## src/rtl/galaxian_pkg.sv

```systemverilog
// Shared types and constants for the Galaxian-family download front end:
// loader states, hps_io stream indices and game IDs.
package galaxian_pkg;

    typedef enum logic [1:0] {
        IDLE,
        LOAD,
        HOLD,
        RUN
    } loader_state_t;

    localparam logic [7:0] IDX_ROM = 8'd0;
    localparam logic [7:0] IDX_MOD = 8'd1;
    localparam logic [7:0] IDX_DIP = 8'd254;

    // Game IDs as sent by the OSD in the index-1 stream
    localparam logic [7:0] MOD_GALAXIAN  = 8'd0;
    localparam logic [7:0] MOD_MOONCRST  = 8'd1;
    localparam logic [7:0] MOD_MOONQSR   = 8'd2;
    localparam logic [7:0] MOD_KINGBAL   = 8'd3;
    localparam logic [7:0] MOD_OMEGA     = 8'd4;
    localparam logic [7:0] MOD_PISCES    = 8'd5;
    localparam logic [7:0] MOD_UNIWARS   = 8'd6;
    localparam logic [7:0] MOD_DEVILFSH  = 8'd7;
    localparam logic [7:0] MOD_BLACKHOLE = 8'd8;
    localparam logic [7:0] MOD_CATACOMB  = 8'd9;
    localparam logic [7:0] MOD_ZIGZAG    = 8'd10;
    localparam logic [7:0] MOD_WAROFBUG  = 8'd11;
    localparam logic [7:0] MOD_ORBITRON  = 8'd12;
    localparam logic [7:0] MOD_AZURIAN   = 8'd13;
    localparam logic [7:0] MOD_MRDONM    = 8'd14;
    localparam logic [7:0] MOD_VICTORY   = 8'd15;
    localparam logic [7:0] MOD_TRIPLEDR  = 8'd16;

endpackage

```

## src/rtl/galaxian_loader_if.sv

```systemverilog
// hps_io ioctl download stream as seen by the loader; master is the hps_io
// side, slave is the loader.
interface galaxian_loader_if;

    logic        ioctl_download;
    logic        ioctl_wr;
    logic [24:0] ioctl_addr;
    logic [7:0]  ioctl_dout;
    logic [7:0]  ioctl_index;

    modport master (
        output ioctl_download,
        output ioctl_wr,
        output ioctl_addr,
        output ioctl_dout,
        output ioctl_index
    );

    modport slave (
        input ioctl_download,
        input ioctl_wr,
        input ioctl_addr,
        input ioctl_dout,
        input ioctl_index
    );

endinterface

```

## src/rtl/galaxian_mod_decode.sv

```systemverilog
// Registered binary-to-one-hot game select; IDs outside 0..MOD_COUNT-1 fall
// back to bit 0 so the core always has exactly one game selected.
module galaxian_mod_decode #(
    parameter int MOD_COUNT = 17
) (
    input  logic                 clk_sys,
    input  logic                 reset_n,
    input  logic [7:0]           mod_val,
    output logic [MOD_COUNT-1:0] mod_sel
);

    localparam logic [8:0] MOD_LIMIT = 9'(MOD_COUNT);

    logic [MOD_COUNT-1:0] onehot;

    always_comb begin
        onehot = '0;
        for (int i = 0; i < MOD_COUNT; i++) begin
            if (mod_val == 8'(i)) begin
                onehot[i] = 1'b1;
            end
        end
        if ({1'b0, mod_val} >= MOD_LIMIT) begin
            onehot[0] = 1'b1;
        end
    end

    always_ff @(posedge clk_sys) begin
        if (!reset_n) begin
            mod_sel <= MOD_COUNT'(1);
        end else begin
            mod_sel <= onehot;
        end
    end

endmodule

```

## src/rtl/galaxian_loader.sv

```systemverilog
// Download front end for the Galaxian core: routes ROM/mod/DIP streams and
// holds core reset until a full ROM load has settled. Optional checksum is
// built when GALAXIAN_LOADER_CSUM_EN is defined.
module galaxian_loader
    import galaxian_pkg::*;
#(
    parameter int ROM_BYTES   = 65536,
    parameter int HOLD_CYCLES = 16,
    parameter int MOD_COUNT   = 17
) (
    input  logic                 clk_sys,
    input  logic                 reset_n,
    galaxian_loader_if.slave     ioctl,
    output logic [15:0]          dn_addr,
    output logic [7:0]           dn_data,
    output logic                 dn_wr,
    output logic [MOD_COUNT-1:0] mod_sel,
    output logic [7:0]           sw0,
    output logic [7:0]           sw1,
    output logic [7:0]           sw2,
    output logic                 core_reset,
    output logic                 load_done,
    output logic                 rom_overflow,
    output logic [15:0]          rom_csum
);

    localparam logic [24:0] ROM_LIMIT = 25'(ROM_BYTES);
    localparam logic [7:0]  HOLD_LOAD = 8'(HOLD_CYCLES - 1);

    loader_state_t state, state_next;
    logic [7:0]    hold_cnt, hold_next;
    logic [7:0]    mod_reg;
    logic          rom_start;
    logic          rom_wr;
    logic          fwd_wr;
    logic          drop_wr;
    logic          load_enter;
    logic          dip_wr;

    assign rom_start = ioctl.ioctl_download && (ioctl.ioctl_index == IDX_ROM);
    assign rom_wr    = (state == LOAD) && ioctl.ioctl_wr && (ioctl.ioctl_index == IDX_ROM);
    assign fwd_wr    = rom_wr && (ioctl.ioctl_addr < ROM_LIMIT);
    assign drop_wr   = rom_wr && !(ioctl.ioctl_addr < ROM_LIMIT);
    assign dip_wr    = ioctl.ioctl_wr && (ioctl.ioctl_index == IDX_DIP)
                       && (ioctl.ioctl_addr[24:3] == 22'd0);

    always_comb begin
        state_next = state;
        hold_next  = hold_cnt;
        unique case (state)
            IDLE: begin
                if (rom_start) state_next = LOAD;
            end
            LOAD: begin
                if (!ioctl.ioctl_download) begin
                    state_next = HOLD;
                    hold_next  = HOLD_LOAD;
                end
            end
            HOLD: begin
                if (rom_start) begin
                    state_next = LOAD;
                end else if (hold_cnt == 8'd0) begin
                    state_next = RUN;
                end else begin
                    hold_next = hold_cnt - 8'd1;
                end
            end
            RUN: begin
                if (rom_start) state_next = LOAD;
            end
        endcase
        load_enter = (state_next == LOAD) && (state != LOAD);
        core_reset = (state != RUN);
        load_done  = (state == RUN);
    end

    always_ff @(posedge clk_sys) begin
        if (!reset_n) begin
            state    <= IDLE;
            hold_cnt <= 8'd0;
        end else begin
            state    <= state_next;
            hold_cnt <= hold_next;
        end
    end

    // ROM write port is registered so dn_wr is a clean one-cycle pulse
    always_ff @(posedge clk_sys) begin
        if (!reset_n) begin
            dn_wr        <= 1'b0;
            dn_addr      <= 16'd0;
            dn_data      <= 8'd0;
            rom_overflow <= 1'b0;
        end else begin
            dn_wr <= fwd_wr;
            if (fwd_wr) begin
                dn_addr <= ioctl.ioctl_addr[15:0];
                dn_data <= ioctl.ioctl_dout;
            end
            if (load_enter) begin
                rom_overflow <= 1'b0;
            end else if (drop_wr) begin
                rom_overflow <= 1'b1;
            end
        end
    end

    always_ff @(posedge clk_sys) begin
        if (!reset_n) begin
            mod_reg <= 8'd0;
            sw0     <= 8'd0;
            sw1     <= 8'd0;
            sw2     <= 8'd0;
        end else begin
            if (ioctl.ioctl_wr && (ioctl.ioctl_index == IDX_MOD)) begin
                mod_reg <= ioctl.ioctl_dout;
            end
            if (dip_wr) begin
                case (ioctl.ioctl_addr[2:0])
                    3'd0:    sw0 <= ioctl.ioctl_dout;
                    3'd1:    sw1 <= ioctl.ioctl_dout;
                    3'd2:    sw2 <= ioctl.ioctl_dout;
                    default: ;
                endcase
            end
        end
    end

    galaxian_mod_decode #(
        .MOD_COUNT (MOD_COUNT)
    ) u_mod_decode (
        .clk_sys (clk_sys),
        .reset_n (reset_n),
        .mod_val (mod_reg),
        .mod_sel (mod_sel)
    );

`ifdef GALAXIAN_LOADER_CSUM_EN
    logic [15:0] csum_q;

    // Updated on the same edge that raises dn_wr, so it tracks forwarded bytes only
    always_ff @(posedge clk_sys) begin
        if (!reset_n) begin
            csum_q <= 16'd0;
        end else if (load_enter) begin
            csum_q <= 16'd0;
        end else if (fwd_wr) begin
            csum_q <= csum_q + {8'd0, ioctl.ioctl_dout};
        end
    end

    assign rom_csum = csum_q;
`else
    assign rom_csum = 16'd0;
`endif

endmodule
```

## src/flat_wrapper.sv

```systemverilog
// flat-port wrapper written by rule: the top's interface ports become plain ports
module galaxian_loader_flat import galaxian_pkg::*;
#(
    parameter int ROM_BYTES   = 65536,
    parameter int HOLD_CYCLES = 16,
    parameter int MOD_COUNT   = 17
)
  (clk_sys, reset_n, dn_addr, dn_data, dn_wr, mod_sel, sw0, sw1, sw2, core_reset, load_done, rom_overflow, rom_csum, ioctl_ioctl_download, ioctl_ioctl_wr, ioctl_ioctl_addr, ioctl_ioctl_dout, ioctl_ioctl_index);
  galaxian_loader_if ioctl_i ();
  input  logic clk_sys;
  input  logic reset_n;
  output logic [15:0] dn_addr;
  output logic [7:0] dn_data;
  output logic dn_wr;
  output logic [MOD_COUNT-1:0] mod_sel;
  output logic [7:0] sw0;
  output logic [7:0] sw1;
  output logic [7:0] sw2;
  output logic core_reset;
  output logic load_done;
  output logic rom_overflow;
  output logic [15:0] rom_csum;
  input wire logic [$bits(ioctl_i.ioctl_download)-1:0] ioctl_ioctl_download;
  input wire logic [$bits(ioctl_i.ioctl_wr)-1:0] ioctl_ioctl_wr;
  input wire logic [$bits(ioctl_i.ioctl_addr)-1:0] ioctl_ioctl_addr;
  input wire logic [$bits(ioctl_i.ioctl_dout)-1:0] ioctl_ioctl_dout;
  input wire logic [$bits(ioctl_i.ioctl_index)-1:0] ioctl_ioctl_index;
  assign ioctl_i.ioctl_download = ioctl_ioctl_download;
  assign ioctl_i.ioctl_wr = ioctl_ioctl_wr;
  assign ioctl_i.ioctl_addr = ioctl_ioctl_addr;
  assign ioctl_i.ioctl_dout = ioctl_ioctl_dout;
  assign ioctl_i.ioctl_index = ioctl_ioctl_index;
  galaxian_loader #(.ROM_BYTES(ROM_BYTES), .HOLD_CYCLES(HOLD_CYCLES), .MOD_COUNT(MOD_COUNT)) u_core (.clk_sys(clk_sys), .reset_n(reset_n), .ioctl(ioctl_i), .dn_addr(dn_addr), .dn_data(dn_data), .dn_wr(dn_wr), .mod_sel(mod_sel), .sw0(sw0), .sw1(sw1), .sw2(sw2), .core_reset(core_reset), .load_done(load_done), .rom_overflow(rom_overflow), .rom_csum(rom_csum));
endmodule
```

## config.mk

```make
export PLATFORM = sky130hd
export DESIGN_NAME = galaxian_loader_flat
export DESIGN_NICKNAME = d
export VERILOG_FILES = /design/src/rtl/galaxian_pkg.sv /design/src/rtl/galaxian_loader_if.sv /design/src/rtl/galaxian_mod_decode.sv /design/src/rtl/galaxian_loader.sv /design/src/flat_wrapper.sv
export SDC_FILE = /design/constraint.sdc
export NUM_CORES = 1
export LEC_CHECK = 0
export ABC_AREA = 1
export BUFFER_PORTS_ARGS = -buffer_cell sky130_fd_sc_hd__buf_4
export CORE_MARGIN = 3
export CORE_UTILIZATION = 42
export DETAILED_ROUTE_END_ITERATION = 10
export HOLD_SLACK_MARGIN = 0.1
export MAX_ROUTING_LAYER = met4
export PLACE_DENSITY = 0.69
export SLEW_MARGIN = 10
export SYNTH_ARGS = -nofsm -noshare
export SYNTH_HDL_FRONTEND = slang
export SYNTH_HIERARCHICAL = 1
export SYNTH_SLANG_ARGS = --single-unit
export TNS_END_PERCENT = 5
```

## constraint.sdc

```tcl
create_clock -name clk_sys -period 1.9 [get_ports clk_sys]
set_input_delay 0.095 -clock clk_sys [delete_from_list [all_inputs] [get_ports clk_sys]]
set_output_delay 0.095 -clock clk_sys [all_outputs]
set_load 0.02 [all_outputs]
```

# [Word level (Yosys, flattened, before mapping)]
# Index checks and enable logic that the tools add are counted.
# W data, S select, Z words.
[word_totals] ff_bits=85 latchBits=0 ramBits=0 romBits=0 in_bits=45 elab_cells=95 mem_count=0
[classes] add_sub_neg=1 multipliers=0 div_mod_pow=0 n_lt_le_gt_ge=2 eq_ne=29 shift=0 muxes=26 n_bitwise=1 reduce_logical=24
[op_table] cell="$eq A8 B4 Y1 const B" count=8
[op_table] cell="$eq A8 B3 Y1 const B" count=4
[op_table] cell="$lt A25 B17 Y1 const B" count=1
[op_table] cell="$logic_not A8 Y1" count=3
[op_table] cell="$mux W8" count=3
[op_table] cell="$logic_not A22 Y1" count=1
[op_table] cell="$mux W1" count=17
[op_table] cell="$eq A8 B1 Y1 const B" count=2
[op_table] cell="$eq A8 B2 Y1 const B" count=2
[op_table] cell="$pmux W8 S2" count=1
[op_table] cell="$logic_and A1 B1 Y1" count=9
[op_table] cell="$eq A8 B5 Y1 const B" count=1
[op_table] cell="$eq A8 B8 Y1 const B" count=1
[op_table] cell="$ge A8 B5 Y1 const B" count=1
[op_table] cell="$mux W2" count=4
[op_table] cell="$ne A2 B2 Y1 const B" count=4
[op_table] cell="$sub A8 B1 Y8 const B" count=1
[op_table] cell="$pmux W2 S3" count=1
[op_table] cell="$reduce_and A2 Y1" count=3
[op_table] cell="$reduce_or A2 Y1" count=3
[op_table] cell="$eq A2 B1 Y1 const B" count=2
[op_table] cell="$eq A2 B2 Y1 const B" count=2
[op_table] cell="$reduce_and A4 Y1" count=1
[op_table] cell="$eq A3 B1 Y1 const B" count=1
[op_table] cell="7 further kinds" count=7

# [Longest topological paths before layout]
[depth] word_depth=7 depth_mapped=10 ltp_nobuf=10

# [By module]
# Netlist, hierarchy kept.
[modules_own_cells] module="galaxian_loader" instances=1 cells_per_inst=440 area_each_um2=3294.4
[modules_own_cells] module="galaxian_mod_decode" instances=1 cells_per_inst=62 area_each_um2=571.8

# [Worst setup path after synthesis]
# No wires, ideal clock.
[synth_timing] path_kind="flip-flop to flip-flop" from="reg u_core.state[0]" to="reg u_core.rom_overflow" setup_time_ns=0.070 t_arrival_ns=1.397 required_time_ns=1.830 setup_slack_ns=0.433 stages_incl_launch_ff=10 path_buffers=1 period_less_slack_ns=1.467 cell_sequence="dfxtp_1 -> inv_1 -> ha_1 -> clkbuf_1 -> or2_2 -> nand2_1 -> nand2_1 -> nand2_1 -> nand2_1 -> a21oi_1"
[synth_via] elab_chain_len=6 word_cells_on_any_way=17 cone_classes="eq/ne: 5; mux: 5; reduce/logical: 7"
[synth_rtl] item="start: declaration" line="galaxian_loader.sv:30" text="loader_state_t state, state_next;"
[synth_rtl] item="start signal: assignment" line="galaxian_loader.sv:83" text="state <= state_next;"
[synth_rtl] item="$eq A2 B2 Y1, or another cell as far along" line="galaxian_loader.sv:50" text="unique case (state)"
[synth_rtl] item="$reduce_or A2 Y1 (no source line) / $mux W2 (equally long branches)"
[synth_rtl] item="$pmux W2 S3" line="galaxian_loader.sv:50"
[synth_rtl] item="$eq A2 B1 Y1" line="galaxian_loader.sv:73" text="load_enter = (state_next == LOAD) && (state != LOAD);"
[synth_rtl] item="$logic_and A1 B1 Y1" line="galaxian_loader.sv:73"
[synth_rtl] item="$reduce_or A2 Y1 (no source line)"
[synth_rtl] item="end signal: assignment" line="galaxian_loader.sv:94" text="rom_overflow <= 1'b0;"
[synth_rtl] item="end signal: assignment" line="galaxian_loader.sv:102" text="rom_overflow <= 1'b0;"
[synth_rtl] item="end signal: assignment" line="galaxian_loader.sv:104" text="rom_overflow <= 1'b1;"
[synth_rtl] item="end: declaration" line="galaxian_loader.sv:23" text="output logic rom_overflow,"
# Several ways; a longest one is shown, not always the timed one.
# A chain may end at the register's enable or synchronous reset.

# [Worst setup path in the final report]
[layout_timing] from="in ioctl_ioctl_addr[11]" to="reg u_core.sw1[7]"
[layout_via] elab_chain_len=3
[layout_rtl] item="start: declaration" line="flat_wrapper.sv:25" text="input wire logic [$bits(ioctl_i.ioctl_addr)-1:0] ioctl_ioctl_addr;"
[layout_rtl] item="$logic_not A22 Y1" line="galaxian_loader.sv:45" text="&& (ioctl.ioctl_addr[24:3] == 22'd0);"
[layout_rtl] item="$logic_and A1 B1 Y1" line="galaxian_loader.sv:45"
[layout_rtl] item="$reduce_and A2 Y1 (no source line)"
[layout_rtl] item="end signal: assignment" line="galaxian_loader.sv:122" text="3'd1: sw1 <= ioctl.ioctl_dout;"
[layout_rtl] item="end: declaration" line="galaxian_loader.sv:19" text="output logic [7:0] sw1,"
# Every way passes these cells.

==> results by group <==
Final layout
  – Nets: 700
  – Fraction of layout cells with a size suffix above 1: a little under a third
  – Largest registers: u_core/u_mod_decode/mod_sel (17), u_core/dn_addr (16)
  – Largest register by flop count: u_core/u_mod_decode/mod_sel
  – Footprint of the flip-flops and latches: 1700 um2
  – Multi-input gate area: 1800 um2
  – Fill count: 810
  – Number of flip-flops in the largest register: 17
  – Layout overhead on the synthesized area: 36.3%
  – Diodes inserted: 0

Global routing
  – Initial antenna violation count: 0
  – Number of global-route vias before repair: approximately 3500
  – Pin count of the biggest net entering global routing: 28
  – Global-route wire length before repair: 15.8 mm
  – Tot GR Track Use: between 15 and 20%
  – GR Overflow Total: 0

Logic synthesis
  – Most frequent cells after synthesis: 98 x sky130_fd_sc_hd__nor2_1, 85 x sky130_fd_sc_hd__dfxtp_1, 74 x sky130_fd_sc_hd__nand2_1
  – Mapped cell area: 3870 um2
  – Count of flip-flops with a built-in enable after synthesis: 0
  – XOR/XNOR share of the synthesized area: 0.453%
  – Most numerous cell in the Yosys netlist: sky130_fd_sc_hd__nor2_1
  – Syn Inst Count: 502
  – Number of synthesized register bits: 85
  – Area share of and/or/nand/nor cells after synthesis: roughly 32%
  – Synth cell types: 34
  – Combinational family with the most area after synthesis: simple AND/OR/NAND/NOR gates
  – Library cell occupying the most area in the post-synthesis netlist: sky130_fd_sc_hd__dfxtp_1
  – Most instantiated flip-flop cell in the synthesis netlist: sky130_fd_sc_hd__dfxtp_1
  – Fraction of registers with async set or reset after synthesis: 0%
  – Adder-cell share of the synthesized area: around 1.3%
  – Leading post-synthesis cells by cell area: sky130_fd_sc_hd__dfxtp_1 44%, sky130_fd_sc_hd__nor2_1 9.5%, sky130_fd_sc_hd__nand2_1 7.2%, sky130_fd_sc_hd__inv_1 4.7%, sky130_fd_sc_hd__nand4_1 3.7%
  – Fraction of synthesized area in multiplexers: 0%
  – Share of the synthesized area in the top cell type: 44.0%
  – Mean post-synth cell area: roughly 7.7 um2
  – YS warnings: 6
  – Compound-Gate Fraction of Synth Area: around 11%
  – Share of the yosys chip area belonging to registers: roughly 44%

Timing
  – Max frequency: approximately 560 MHz
  – Count of final hold-check violations: 0
  – Total Negative Setup Slacks: 0 ns
  – Slew headroom: around three fifths
  – Final critical-path setup slack: 0.129 ns
  – WHS: roughly 0.23 ns
  – Final number of setup-violating endpoints: 0
  – Setup repair after global routing missed its margin: false
  – Final Slew Violations: 0
  – Part of the cycle the worst path needs: about 93%
  – Clock Skew: 0.00901 ns
  – Transition time at the pin with the least slew margin: about 0.60 ns
  – Min cycle time layout: 1.77 ns

Place
  – Worst setup slack after placement: approximately 0.22 ns
  – Number of port buffers: about 110
  – Total half-perimeter wirelength after legalization and detailed placement: 7.19 mm
  – GP Congestion: approximately 0.86

Die
  – Height of the die: just over 100 um
  – Die span in x: about 100 um
  – Floorplan row count: 34
  – Total Die Area: ~10000 um2
  – Core area: around 9000 um2
  – Initial core utilization: 43.7%
  – I/O pin total: 130

CTS
  – Clock tree buffer depth: 2
  – Number of sinks driven by the clock tree: 85
  – Root buffer selected by CTS: sky130_fd_sc_hd__clkbuf_8
  – Num CTS Buffers: 9
  – Clock transition at the register clock pins on the worst setup and hold paths after CTS: approximately 0.090 ns
  – H-tree Lvls: 3
  – Insertion delay to the later sink of the worst-skew pair: between 0.3 and 0.4 ns
  – TritonCTS clock tree: done

Critical path
  – Cell type of the slowest stage on the worst timing path: sky130_fd_sc_hd__dlygate4sd3_1
  – Crit Path Category: in -> reg
  – Ordered list of cells on the worst path: dlygate4sd3_1 > buf_4 > nor3_2 > nand2_1 > nor2_2 > nand4_4 > nand2_1 > nand2_1 > nor2_1 > dlygate4sd3_1
  – Critical Path Source Type: input port
  – Max incr delay on CP: around 0.54 ns
  – Worst path required time: around 2.2 ns
  – Worst flop-to-flop path startpoint: u_core/state[1]
  – Worst Path Arrival: slightly above 2 ns
  – Sort of element at the end of the critical path: flop
  – Maximum fanout along the worst path: 6
  – Crit path launch: ioctl_ioctl_addr[11]
  – Top cell by count, worst path: sky130_fd_sc_hd__nand2_1

Hold path
  – Start point of the worst min-delay path: ioctl_ioctl_wr
  – Worst hold path type: in -> reg

Routing
  – Number of remaining DRC errors: 0
  – Starting DRT DRC Count: 97
  – Number of antenna-violating nets in the routed design: 0
  – Final wirelength: ~10 mm
  – WL per Instance: 13.0 um
  – Count of vias placed by the detailed router: 3626
  – DR vias/cell: around 4.7
  – Number of search-and-repair iterations in the first detailed-routing pass: 4

Job
  – Number of maximum-capacitance violations: 0

Power and ir drop
  – PD cells: 784 nW/um2
  – Static leakage power: 2.49 nW
  – Largest vdd supply drop: between 0.4 and 0.5 mV
  – Overall power after layout: about 0.0041 W

Status
  – Outcome: finished clean
## metal layers
layer | up-vias | part of all wire, % | track usage [%]
met2 | 111 | 50 | 32.5
met3 | 9 | 6.2 | 3.75
met4 | 0 | 1.1 | 6.96
met1 | 1625 | 43 | 23.8
met5 | - | 0 | -
li1 | 1881 | - | -
## cells by family after synthesis
kind of cell,Yosys count
AND/OR/NAND/NOR,255
buffers and inverters,85
flip-flops,85
AO/OA/AOI/OAI,70
adder cells (fa/ha/maj),4
XOR/XNOR,2
other,1
## cells in the final DEF (no fill, tap or decap), drive strengths merged, types with 4 or more instances in the layout
master       synthesis  routed
nand3               17      17
a21oi               32      32
conb                 1      16
o21ai               35      35
ha                   4       4
nand2               79      79
clkbuf               5      10
nor3                20      20
nand4               24      24
nor2               111     111
inv                 52      53
dlygate4sd3          0      27
dfxtp               85      85
buf                 27     128
## worst paths after layout
kind / endpoint / slack (ns) / depth (start not counted)
max reg2reg: u_core/hold_cnt[6] / 0.18 / 9
min reg2reg: u_core/sw0[1] / 0.49 / 2
min: u_core/rom_overflow / 0.23 / 5
max: u_core/sw1[7] / 0.13 / 10
## metrics by stage
step / cells / utilization [%] / area, um2
floorplan: 517 / - / 3920
global placement: 714 / 53.5 / 4740
detailed placement: 714 / 53.5 / 4740
CTS: 757 / 58.8 / 5210
global route: 764 / 59.5 / 5270
finish: 764 / 59.5 / 5270
## power breakdown
group / switching (W) / leakage (nW) / internal, W
Sequential: 0.0000458 / 0.685 / 0.00183
Combinational: 0.000572 / 1.71 / 0.000398
Clock: 0.000662 / 0.0906 / 0.000619
Total: 0.00128 / 2.49 / 0.00285
## cell type report
cell class	instances	share of cell area (%)
inverters	53	3.78
flip-flops and latches	85	32.3
clock inverters	6	1.38
repair buffers	155	23.4
clock buffers	10	2.42
well taps	108	2.56
multi-input cells	347	34.2
## critical path, delay by kind of cell
kind,cells,cell delay (ns)
buffers and inverters,3,1.23
AND/OR/NAND/NOR,7,0.75
## repair_timing
action,CTS,global route
hold buffers,27,0
setup buffers,0,7
gates resized for setup,0,3
setup endpoints to repair,0,1
hold endpoints to repair,37,0
Note: power is estimated with default switching activity, not from simulation.
